--- config.mk ---
export PLATFORM = sky130hd
export DESIGN_NAME = reg_alu_pipe
export DESIGN_NICKNAME = d
export VERILOG_FILES = /design/src/rtl/reg_alu_pkg.sv /design/src/rtl/reg_alu_core.sv /design/src/rtl/reg_alu_pipe.sv
export SDC_FILE = /design/constraint.sdc
export NUM_CORES = 1
export LEC_CHECK = 0
export CAP_MARGIN = 20
export CORE_ASPECT_RATIO = 1.25
export CORE_MARGIN = 1
export CORE_UTILIZATION = 50
export DETAILED_ROUTE_END_ITERATION = 8
export PLACE_DENSITY = 0.8
export SYNTH_ARGS = -nofsm -noshare
export SYNTH_HDL_FRONTEND = slang
export SYNTH_SLANG_ARGS = --single-unit
export TNS_END_PERCENT = 100
--- constraint.sdc ---
create_clock -name clk -period 11.6 [get_ports clk]
set_input_delay 2.32 -clock clk [delete_from_list [all_inputs] [get_ports clk]]
set_output_delay 2.32 -clock clk [all_outputs]
set_load 0.01 [all_outputs]
--- src/rtl/reg_alu_pkg.sv ---
// Shared opcode encodings and flag type for the register-file + ALU execution slice.
package reg_alu_pkg;

    localparam int unsigned OP_W = 3;

    localparam logic [OP_W-1:0] OP_LDI = 3'd0;
    localparam logic [OP_W-1:0] OP_ADD = 3'd1;
    localparam logic [OP_W-1:0] OP_SUB = 3'd2;
    localparam logic [OP_W-1:0] OP_AND = 3'd3;
    localparam logic [OP_W-1:0] OP_OR  = 3'd4;
    localparam logic [OP_W-1:0] OP_XOR = 3'd5;
    localparam logic [OP_W-1:0] OP_SHL = 3'd6;
    localparam logic [OP_W-1:0] OP_SHR = 3'd7;

    typedef struct packed {
        logic carry;
        logic zero;
    } alu_flags_t;

endpackage

--- src/rtl/reg_alu_core.sv ---
// Purely combinational 8-op ALU: opcode, operands and immediate in; result, carry and zero out.
module reg_alu_core
    import reg_alu_pkg::*;
#(
    parameter int unsigned DATA_W = 12
) (
    input  logic [OP_W-1:0]   op_i,
    input  logic [DATA_W-1:0] a_i,
    input  logic [DATA_W-1:0] b_i,
    input  logic [DATA_W-1:0] imm_i,
    output logic [DATA_W-1:0] result_o,
    output alu_flags_t        flags_o
);

    localparam int unsigned SH_W = $clog2(DATA_W);

    logic [DATA_W:0]   sum;
    logic [DATA_W:0]   diff;
    logic [SH_W-1:0]   shamt;
    logic              shift_ovf;

    assign sum       = {1'b0, a_i} + {1'b0, b_i};
    // Zero-extended subtraction: the top bit is the unsigned borrow (a < b).
    assign diff      = {1'b0, a_i} - {1'b0, b_i};
    assign shamt     = b_i[SH_W-1:0];
    assign shift_ovf = (32'(shamt) >= DATA_W);

    always_comb begin
        result_o      = '0;
        flags_o.carry = 1'b0;
        unique case (op_i)
            OP_LDI: result_o = imm_i;
            OP_ADD: begin
                result_o      = sum[DATA_W-1:0];
                flags_o.carry = sum[DATA_W];
            end
            OP_SUB: begin
                result_o      = diff[DATA_W-1:0];
                flags_o.carry = diff[DATA_W];
            end
            OP_AND: result_o = a_i & b_i;
            OP_OR:  result_o = a_i | b_i;
            OP_XOR: result_o = a_i ^ b_i;
            OP_SHL: result_o = shift_ovf ? '0 : (a_i << shamt);
            OP_SHR: result_o = shift_ovf ? '0 : (a_i >> shamt);
        endcase
        flags_o.zero = (result_o == '0);
    end

endmodule

--- src/rtl/reg_alu_pipe.sv ---
// Register file + ALU execution unit with a 2-stage (X, writeback) pipeline.
// Define REG_ALU_FWD_EN to forward the X-stage result instead of stalling on a hazard.
module reg_alu_pipe
    import reg_alu_pkg::*;
#(
    parameter int unsigned DATA_W = 12,
    parameter int unsigned NREGS  = 8,
    localparam int unsigned AW    = $clog2(NREGS)
) (
    input  logic              clk,
    input  logic              rst_n,
    input  logic              in_valid,
    output logic              in_ready,
    input  logic [OP_W-1:0]   in_op,
    input  logic [AW-1:0]     in_rd,
    input  logic [AW-1:0]     in_rs1,
    input  logic [AW-1:0]     in_rs2,
    input  logic [DATA_W-1:0] in_imm,
    output logic              res_valid,
    output logic [AW-1:0]     res_rd,
    output logic [DATA_W-1:0] res_data,
    output logic              res_carry,
    output logic              res_zero,
    input  logic [AW-1:0]     dbg_addr,
    output logic [DATA_W-1:0] dbg_data
);

    logic [DATA_W-1:0] regs_q [NREGS];
    logic [DATA_W-1:0] regs_d [NREGS];

    logic              x_valid_q, x_valid_d;
    logic [AW-1:0]     x_rd_q, x_rd_d;
    logic [DATA_W-1:0] x_data_q, x_data_d;
    alu_flags_t        x_flags_q, x_flags_d;

    logic              res_valid_q, res_valid_d;
    logic [AW-1:0]     res_rd_q, res_rd_d;
    logic [DATA_W-1:0] res_data_q, res_data_d;
    alu_flags_t        res_flags_q, res_flags_d;

    logic              accept;
    logic [DATA_W-1:0] op_a;
    logic [DATA_W-1:0] op_b;
    logic [DATA_W-1:0] alu_result;
    alu_flags_t        alu_flags;

`ifdef REG_ALU_FWD_EN
    // The X stage holds the only not-yet-written result, so bypassing it resolves every hazard.
    always_comb begin
        in_ready = rst_n;
        op_a     = (x_valid_q && (x_rd_q == in_rs1)) ? x_data_q : regs_q[in_rs1];
        op_b     = (x_valid_q && (x_rd_q == in_rs2)) ? x_data_q : regs_q[in_rs2];
    end
`else
    logic uses_rs;
    logic hazard;

    always_comb begin
        uses_rs  = (in_op != OP_LDI);
        hazard   = x_valid_q && uses_rs && ((x_rd_q == in_rs1) || (x_rd_q == in_rs2));
        in_ready = rst_n && !hazard;
        op_a     = regs_q[in_rs1];
        op_b     = regs_q[in_rs2];
    end
`endif

    assign accept = in_valid && in_ready;

    reg_alu_core #(
        .DATA_W (DATA_W)
    ) u_core (
        .op_i     (in_op),
        .a_i      (op_a),
        .b_i      (op_b),
        .imm_i    (in_imm),
        .result_o (alu_result),
        .flags_o  (alu_flags)
    );

    always_comb begin
        regs_d = regs_q;
        if (x_valid_q) begin
            regs_d[x_rd_q] = x_data_q;
        end

        x_valid_d = accept;
        x_rd_d    = x_rd_q;
        x_data_d  = x_data_q;
        x_flags_d = x_flags_q;
        if (accept) begin
            x_rd_d    = in_rd;
            x_data_d  = alu_result;
            x_flags_d = alu_flags;
        end

        res_valid_d = x_valid_q;
        res_rd_d    = res_rd_q;
        res_data_d  = res_data_q;
        res_flags_d = res_flags_q;
        if (x_valid_q) begin
            res_rd_d    = x_rd_q;
            res_data_d  = x_data_q;
            res_flags_d = x_flags_q;
        end
    end

    always_ff @(posedge clk or negedge rst_n) begin
        if (!rst_n) begin
            regs_q      <= '{default: '0};
            x_valid_q   <= 1'b0;
            x_rd_q      <= '0;
            x_data_q    <= '0;
            x_flags_q   <= '0;
            res_valid_q <= 1'b0;
            res_rd_q    <= '0;
            res_data_q  <= '0;
            res_flags_q <= '0;
        end else begin
            regs_q      <= regs_d;
            x_valid_q   <= x_valid_d;
            x_rd_q      <= x_rd_d;
            x_data_q    <= x_data_d;
            x_flags_q   <= x_flags_d;
            res_valid_q <= res_valid_d;
            res_rd_q    <= res_rd_d;
            res_data_q  <= res_data_d;
            res_flags_q <= res_flags_d;
        end
    end

    assign res_valid = res_valid_q;
    assign res_rd    = res_rd_q;
    assign res_data  = res_data_q;
    assign res_carry = res_flags_q.carry;
    assign res_zero  = res_flags_q.zero;
    assign dbg_data  = regs_q[dbg_addr];

endmodule

==> results of run 1 <==
## Yosys cell counts, types with 11 or more instances
| cell type | n | share of area (%) |
|---|---|---|
| a21oi_1 | 28 | 1.4 |
| buf_1 | 17 | 0.63 |
| clkbuf_1 | 42 | 1.6 |
| dfrtp_1 | 132 | 33 |
| ha_1 | 40 | 4.9 |
| inv_1 | 31 | 1.1 |
| mux2_2 | 129 | 14 |
| mux2i_1 | 45 | 4.4 |
| mux2i_4 | 12 | 2.7 |
| mux4_2 | 63 | 14 |
| nand2_1 | 44 | 1.6 |
| nand3_1 | 11 | 0.54 |
| nor2_1 | 50 | 1.8 |
| nor3_1 | 19 | 0.94 |
| o21ai_0 | 22 | 1.1 |
| o22ai_1 | 11 | 0.68 |
| xnor2_1 | 12 | 1.0 |
## worst paths after layout
| kind | from | to | slack (ps) | depth (start not counted) |
|---|---|---|---|---|
| max in group asynchronous | rst_n | regs_q[28] | 8360 | 2 |
| max | in_op[2] | in_ready | 4390 | 6 |
| max reg2reg | regs_q[12] | x_flags_q[0] | 7110 | 14 |
| min in group asynchronous | rst_n | regs_q[45] | 1920 | 1 |
| min | res_data[1] | res_data[1] | 510 | 1 |
| min reg2reg | res_data[1] | res_data[1] | 510 | 1 |
## power breakdown
group	switching [mW]	total [mW]	internal, mW	leakage, nW
registers	0.233	0.874	0.641	1.73
logic	0.789	1.53	0.742	3.02
clock network	0.196	0.550	0.354	0.297
total	1.22	2.95	1.74	5.05
## sequential cells by signal (all words and copies together), names as in the netlist
name,flops
res_zero,1
x_data_q,12
regs_q,96
x_flags_q,2
res_rd,3
res_valid_d,1
res_carry,1
res_valid,1
res_data,12
x_rd_q,3
## layout make-up
class,count,area [µm²],area share [%]
multi-input combinational,629,6390,55.75
clock buffer,23,478.0,4.170
sequential,132,3303,28.82
inverter,35,133.9,1.168
timing repair buffer,75,699.4,6.102
clock inverter,9,126.4,1.103
tap,265,331.6,2.893
## metal layers
layer | vias up | routed length [µm]
li1 | 3330 | -
met1 | 3998 | 11680
met2 | 482 | 14850
met3 | 119 | 1986
met4 | 0 | 1554
met5 | - | 0
## cell families (layout without fill, tap and decap cells)
family,count (synthesis),count (layout)
buffers and inverters,110,142
muxes,262,262
xor gates and xnor gates,14,14
and+or+nand+nor,171,171
AOI/OAI and AO/OA,140,140
DFF,132,132
adders and majority gates,42,42
## stage by stage
| stage | power, mW | utilization (%) |
|---|---|---|
| 4_1_cts | 2.918 | 58.23 |
| 3_5_place_dp | 2.337 | 55.16 |
| 6_report | 2.955 | 58.23 |
| 5_1_grt | 3.102 | 58.23 |
| 2_1_floorplan | 1.897 | - |
| 3_3_place_gp | 2.293 | 55.16 |
==> flow_metrics.env, run 1 <==
export IMPL_cts_htree_levels=4
export IMPL_use_met2_pct=50.02
export IMPL_status="finished clean"
export IMPL_slew_headroom_pct=26.24
export IMPL_grt_busiest_layer="met2"
export IMPL_vias=7929
export IMPL_cp_end_kind="output port"
export IMPL_mostFrequentLayoutCells="132 x dfrtp_1, 129 x mux2_2, 63 x mux4_2"
export IMPL_gp_congestion=1.030
export IMPL_worstPathCellList="clkdlybuf4s50_1 -> or3_1 -> nand2_1 -> a21oi_1 -> nor2b_1 -> clkdlybuf4s50_1"
export IMPL_vias_per_cell=6.789
export IMPL_stdcell_count=1168
export IMPL_drive_above_1_share_pct=30.23
export IMPL_crit_buf_inv=2
export IMPL_cts_sinks=132
export IMPL_fin_crit_ps=7208
export IMPL_place_inst=1136
export IMPL_synth_mux_area_share_pct=38.23
export IMPL_syn_num_nets=943
export IMPL_ctsResizeCount=0
export IMPL_grt_usage_pct=30.10
export IMPL_fin_skew_ps=9.181
export IMPL_synthCells=871
export IMPL_cp_data_arrival_time_ps=4890
export IMPL_cts_tree="done"
export IMPL_synth_edff_count=0
export IMPL_worstSetupPathType="input pin to output port"
export IMPL_critical_path_max_stage_delay_ps=830
export IMPL_ys_warn_count=0
export IMPL_syn_to_final_growth_pct=12.83
export IMPL_grt_pass1_wl_um=46520
export IMPL_async_reset_ff_share_pct=100.0
export IMPL_worst_slew_pin_slew_ps=1101
export IMPL_die_area_um2=20890
export IMPL_fin_nets=962
export IMPL_critPathLaunchType="input pin"
export IMPL_cts_root_buf="clkbuf_16"
export IMPL_overflow=0
export IMPL_whs_ps=506.7
export IMPL_critical_path_required_ps=9280
export IMPL_drv_cap=0
export IMPL_leakage_nw=5.047
export IMPL_syn_area_per_cell_um2=11.66
export IMPL_final_max_slew_viol_count=0
export IMPL_yosysSeqAreaShare_pct=32.52
export IMPL_drc=0
export IMPL_synth_top_family_by_area="multiplexers"
export IMPL_n_fill_cell=1630
export IMPL_crit_top_cell="clkdlybuf4s50_1"
export IMPL_crit_path_max_fanout=24
export IMPL_fmax_mhz=138.7
export IMPL_grt_pass1_vias=8169
export IMPL_grt_use_met3_pct=4.571
export IMPL_slowest_stage="clkdlybuf4s50_1"
export IMPL_io_buffer_count=60
export IMPL_clk_latency_ps=420
export IMPL_avgRoutedWirePerCell_um=25.74
export IMPL_antenna_cells=0
export IMPL_core_area_um2=19680
export IMPL_ir_worst_vdd_uv=141.7
export IMPL_wirelength_um=30070
export IMPL_synthesis_area_um2=10160
export IMPL_die_height_um=161.4
export IMPL_clockBufferDepth=2
export IMPL_postRouteAntennaNets=0
export IMPL_hpwl_um=20010
export IMPL_layout_commonest_cell="dfrtp_1"
export IMPL_crit_family="buffers and inverters"
export IMPL_fin_tns_setup_ps=0
export IMPL_synth_xor_area_share_pct=1.207
export IMPL_start_util_pct=51.61
export IMPL_antenna_found_initial=0
export IMPL_first_iter_violations=891
export IMPL_fin_crit_sh_pct=62.14
export IMPL_final_hold_violation_count=0
export IMPL_ys_ff_latch=132
export IMPL_p_per_area_nw_per_um2=257.8
export IMPL_clk_pin_slew_worst_paths_ps=50
export IMPL_ioPinCount=61
export IMPL_setup_ws_ps=4392
export IMPL_place_area_um2=10860
export IMPL_yosys_area_share_simple_pct=8.117
export IMPL_rsz0062_at_grt="false"
export IMPL_post_place_ws_ps=4295
export IMPL_synth_cell_types=73
export IMPL_synth_fa_ha_area_share_pct=5.321
export IMPL_synth_ff_type="dfrtp_1"
export IMPL_cts_buffers_inserted=17
export IMPL_grt_max_degree=73
export IMPL_post_cts_buffers=0
export IMPL_ctsHoldBuffers=0
export IMPL_rows=57
export IMPL_use_met1_pct=37.37
export IMPL_die_x_um=129.5
export IMPL_setup_viol=0
export IMPL_postLayoutCellArea_um2=11460
export IMPL_hold_class="flip-flop to flip-flop"
export IMPL_dr_pass1_iters=5
export IMPL_synth_compound_area_share_pct=9.829
No activity file was read; power rests on OpenSTA's default activity.
==> run 2, diff against run 1 <==
- clock period: 11.6 -> 7.26 ns (I/O delays scaled with it)
==> run 2 against run 1 <==
Compared with the run above: via count is 0.96% lower; critical path type is now input pin to flip-flop; highest routed layer unchanged; die area is the same; critical path depth increased by 9.
==> flow_metrics.env, run 2 (synthesis results as in run 1) <==
export IMPL_dr_pass1_iters=5
export IMPL_core_area_um2=19680
export IMPL_mostFrequentLayoutCells="132 x dfrtp_1, 129 x mux2_2, 63 x mux4_2"
export IMPL_cp_end_kind="flip-flop"
export IMPL_critical_path_max_stage_delay_ps=700
export IMPL_drc=0
export IMPL_fin_tns_setup_ps=0
export IMPL_hpwl_um=20290
export IMPL_worstPathCellList="clkdlybuf4s50_1 -> buf_4 -> mux4_2 -> mux2i_4 -> buf_4 -> ha_1 -> or3_1 -> o211ai_1 -> nor3_1 -> o21ai_0 -> o2111ai_1 -> o32ai_1 -> o2111a_1 -> nand4_1 -> o41ai_2"
export IMPL_die_area_um2=20890
export IMPL_gp_congestion=0.9685
export IMPL_clk_pin_slew_worst_paths_ps=60
export IMPL_io_buffer_count=60
export IMPL_post_cts_buffers=0
export IMPL_leakage_nw=5.055
export IMPL_setup_viol=0
export IMPL_final_max_slew_viol_count=0
export IMPL_rows=57
export IMPL_crit_path_max_fanout=18
export IMPL_ctsHoldBuffers=0
export IMPL_fmax_mhz=171.9
export IMPL_cts_htree_levels=4
export IMPL_critical_path_required_ps=7570
export IMPL_slew_headroom_pct=26.62
export IMPL_clockBufferDepth=2
export IMPL_cts_tree="done"
export IMPL_antenna_found_initial=0
export IMPL_start_util_pct=51.61
export IMPL_clk_latency_ps=420
export IMPL_layout_commonest_cell="dfrtp_1"
export IMPL_postRouteAntennaNets=0
export IMPL_rsz0062_at_grt="false"
export IMPL_syn_to_final_growth_pct=13.14
export IMPL_cp_data_arrival_time_ps=6130
export IMPL_cts_buffers_inserted=17
export IMPL_fin_nets=972
export IMPL_ctsResizeCount=0
export IMPL_first_iter_violations=896
export IMPL_vias_per_cell=6.672
export IMPL_antenna_cells=0
export IMPL_cts_root_buf="clkbuf_16"
export IMPL_drv_cap=0
export IMPL_p_per_area_nw_per_um2=401.5
export IMPL_status="finished clean"
export IMPL_fin_crit_ps=5818
export IMPL_utilization_pct=58.39
export IMPL_ioPinCount=61
export IMPL_drive_above_1_share_pct=31.25
export IMPL_ir_worst_vdd_uv=237.6
export IMPL_crit_buf_inv=3
export IMPL_grt_pass1_vias=7997
export IMPL_worstSetupPathType="input pin to flip-flop"
export IMPL_fin_skew_ps=9.802
export IMPL_cts_sinks=132
export IMPL_grt_pass1_wl_um=46090
export IMPL_regMostFlops="regs_q"
export IMPL_fin_crit_sh_pct=80.13
export IMPL_grt_max_degree=72
export IMPL_avgRoutedWirePerCell_um=25.01
export IMPL_slowest_stage="clkdlybuf4s50_1"
export IMPL_worst_slew_pin_slew_ps=1095
export IMPL_crit_family="compound AO/OA/AOI/OAI gates"
export IMPL_vias=7853
export IMPL_hold_class="flip-flop to flip-flop"
export IMPL_largest_reg_flops=96
export IMPL_grt_usage_pct=29.73
export IMPL_crit_top_cell="buf_4"
export IMPL_die_height_um=161.4
export IMPL_wirelength_um=29440
export IMPL_die_x_um=129.5
export IMPL_final_hold_violation_count=0
export IMPL_overflow=0
export IMPL_critPathLaunchType="input pin"
-- run 2: cell types whose count changed in the layout (fill, tap and decap cells not counted), sizes merged --
| cell | change |
|---|---|
| clkinvlp | +5 |
| clkinv | -1 |
| buf | +10 |
| inv | +1 |
| bufinv | -2 |
| clkbuf | -4 |
-- run 2: through the flow --
stage | cell area [µm²] | std cells | setup WS [ps] | power [mW] | hold slack (ps)
final | 11490 | 1177 | 1442 | 4.615 | 506.5
after global routing | 11490 | 1177 | 1287 | 4.876 | 520.0
after CTS | 11490 | 1177 | 1525 | 4.577 | 506.6
after detailed placement | 10930 | 1146 | 1130 | 3.731 | 494.2
after global placement | 10930 | 1146 | 1200 | 3.675 | 489.3
after floorplan | 10160 | 871 | 1940 | 3.030 | 442.4
-- run 2: worst paths after layout --
check | startpoint | endpoint | slack [ps] | cells past startpoint
min reg2reg | res_rd[1] | res_rd[1] | 510 | 1
max reg2reg | regs_q[63] | x_flags_q[0] | 2990 | 12
min in group asynchronous | rst_n | regs_q[34] | 1030 | 1
min | res_rd[1] | res_rd[1] | 510 | 1
max | in_rs2[1] | x_flags_q[0] | 1440 | 15
max in group asynchronous | rst_n | regs_q[47] | 4930 | 2
-- run 2: layout make-up --
class / count / area (µm²)
Sequential cell: 132 / 3303
Multi-Input combinational cell: 629 / 6390
Inverter: 35 / 133.9
Clock inverter: 12 / 107.6
Clock buffer: 19 / 452.9
Fill cell: 1565 / 8190
Tap cell: 265 / 331.6
Timing Repair Buffer: 85 / 774.5
-- run 2: report_power, final --
part	switching (mW)	internal [mW]	leakage [nW]
Clock	0.327	0.486	0.259
Sequential	0.351	1.02	1.73
Combinational	1.23	1.19	3.06
Total	1.91	2.70	5.06
-- run 2: routing by layer --
layer	global-route usage (%)	part of all wire [%]	vias up
met1	38.11	39	3979
met4	15.22	4.3	0
met5	0	0	-
met3	4.637	7.0	90
met2	48.70	50	432
li1	-	-	3352
==> edit: new RTL, settings of run 1 <==
Build with the macro `REG_ALU_FWD_EN` defined.
--- a/src/rtl/reg_alu_pipe.sv
+++ b/src/rtl/reg_alu_pipe.sv
@@ -1,5 +1,7 @@
 // Register file + ALU execution unit with a 2-stage (X, writeback) pipeline.
 // Define REG_ALU_FWD_EN to forward the X-stage result instead of stalling on a hazard.
+`define REG_ALU_FWD_EN
+
 module reg_alu_pipe
     import reg_alu_pkg::*;
 #(
Check against the original RTL: not equivalent (a bounded check fails within 4 cycles, from zero or initial values and one cycle with rst_n low).
==> edit against run 1 <==
Routed wire length rose by 2.8%; synthesized area rose by 3.2%; total power rose by 8.7%; worst setup slack got worse by 430 ps; sequential share of layout area fell by 0.84 points; design area rose by 3.0%; cell count rose by 6.4%; via count rose by 6.7%; sequential cell count did not move; die area rose by 3.2%; fmax fell by 5.7%; largest power group unchanged.
==> edit: results (changes against run 1) <==
Synth warn - 0 (unchanged)
Antenna violations before repair - 0 (unchanged)
Nets - 1033 (+7.4%)
Async S/R FF share, synth - 100% (unchanged)
Top cells by count, synth - mux2_2, dfrtp_1, nor2_1, mux4_2, nand2_1
Internal - 1.81 mW (+4.2%)
Routing usage on met1 - 35.2% (-2.1 points)
First-pass GRT wire length - 47800 µm (+2.8%)
Dpl ws - 3570 ps (-722 ps)
Worst slew pin tran - 1070 ps (-34.3 ps)
Register area share after synthesis - 31.5% (-1.0 points)
Post-CTS Resized - 0 (unchanged)
HP Class - reg2reg
Pin count of the biggest net entering global routing - 69 (-5.5%)
Synth unique cells - 75 (+2.7%)
Number of H-tree levels - 4 (unchanged)
Synth area leaders - dfrtp_1, mux2_2, mux4_2
Synth Area in Adders - 5.27% (-0.046 points)
CTS Root Cell - clkbuf_16
WL per Instance - 24.9 µm (-3.4%)
Share of cells above drive strength 1 - 31.6% (+1.3 points)
Final WL - 30900 µm (+2.8%)
Met3 Use GR - 4.51% (-0.065 points)
Clk buf depth - 2 (unchanged)
DRT Pass-1 Iters - 6 (+1)
Critical-path top delay cell - clkdlybuf4s50_1
Yosys top cell area share - 31.5% (-1.0 points)
RD Place Congestion - 1.06 (+3.1%)
Synth Instances - 940 (+7.9%)
Diodes inserted - 0 (unchanged)
Register clock-pin slew on the reported worst setup and hold paths - 60 ps
Fill count - 1637 (+0.43%)
Dpl hpwl - 20900 µm (+4.5%)
Synth Area in Compound Gates - 11.7% (+1.8 points)
Peak supply drop - 0.142 mV (+0.43%)
Seq group - 0.906 mW (+3.7%)
Slowest Stage Delay on Critical Path - 890 ps (+60 ps)
Post-synthesis mux area share - 37.5% (-0.76 points)
Placed cell areas - 11200 µm² (+3.4%)
Leakage power - 5.01 nW (-0.64%)
Vias in the first global route - 8375 (+2.5%)
Clock net power - 0.523 mW (-4.9%)
Status - complete, no violations
Flip-flop count of the largest register after layout - 96 (unchanged)
XOR/XNOR share of the synthesized area - 1.17% (-0.038 points)
Clock Skew - 7.51 ps (-1.67 ps)
Worst path arrival time - 7990 ps (+3100 ps)
CP top delay family - compound AO/OA/AOI/OAI gates
GRT Total Usage - 29.1% (-0.97 points)
Placed Cells - 1211 (+6.6%)
TritonCTS buffer count - 17 (unchanged)
Worst Path Max Fanout - 15 (-38%)
Met2 GRT Util - 49.4% (-0.67 points)
Initial drt markers - 1091 (+22%)
Routed vias/inst - 6.81 (+0.31%)
edit: kinds of logic after synthesis:
kind of cell,after synthesis
simple gates,178
xor+xnor,14
buf+inv,120
flops,132
compound gates,182
fa+ha+maj,43
mux,271
edit: per-layer routing:
layer,vias to the layer above,part of all wire (%)
li1,3586,-
met1,4205,38
met2,543,48
met3,130,7.5
met4,0,6.1
met5,-,0
edit: worst reg2reg max path: cells and delay by family (launching register included):
| family | cells | cell delay, ps |
|---|---|---|
| compound gates | 7 | 2190 |
| simple gates | 3 | 1060 |
| flops | 1 | 680 |
| mux | 1 | 620 |
| fa+ha+maj | 1 | 460 |
| xor+xnor | 1 | 190 |
| buf+inv | 1 | 130 |
edit: cell type report:
type | count | area share [%]
Inverter | 42 | 1.35
Sequential cell | 132 | 28.0
Clock buffer | 17 | 3.60
Clock inverter | 15 | 1.27
Timing Repair Buffer | 79 | 6.26
Multi-Input combinational cell | 688 | 56.7
Tap cell | 270 | 2.86
edit: final timing paths:
kind / from / endpoint / slack (ps) / cells after the start
worst max-delay path: in_rs1[0] / x_flags_q[0] / 3960 / 16
worst min-delay path: x_flags_q[1] / x_flags_q[1] / 480 / 2
worst max register to register: x_rd_q[1] / x_flags_q[0] / 6210 / 14
worst min register to register: x_flags_q[1] / x_flags_q[1] / 480 / 2
max in group asynchronous: rst_n / regs_q[7] / 8400 / 2
min in group asynchronous: rst_n / regs_q[37] / 1890 / 1
edit: metrics by stage:
stage	power (mW)	hold slack [ps]	util [%]
after global placement	2.58	465	55.3
after CTS	3.17	493	58.1
final	3.21	484	58.1
after floorplan	2.11	444	-
after detailed placement	2.62	479	55.3
after global routing	3.38	524	58.1
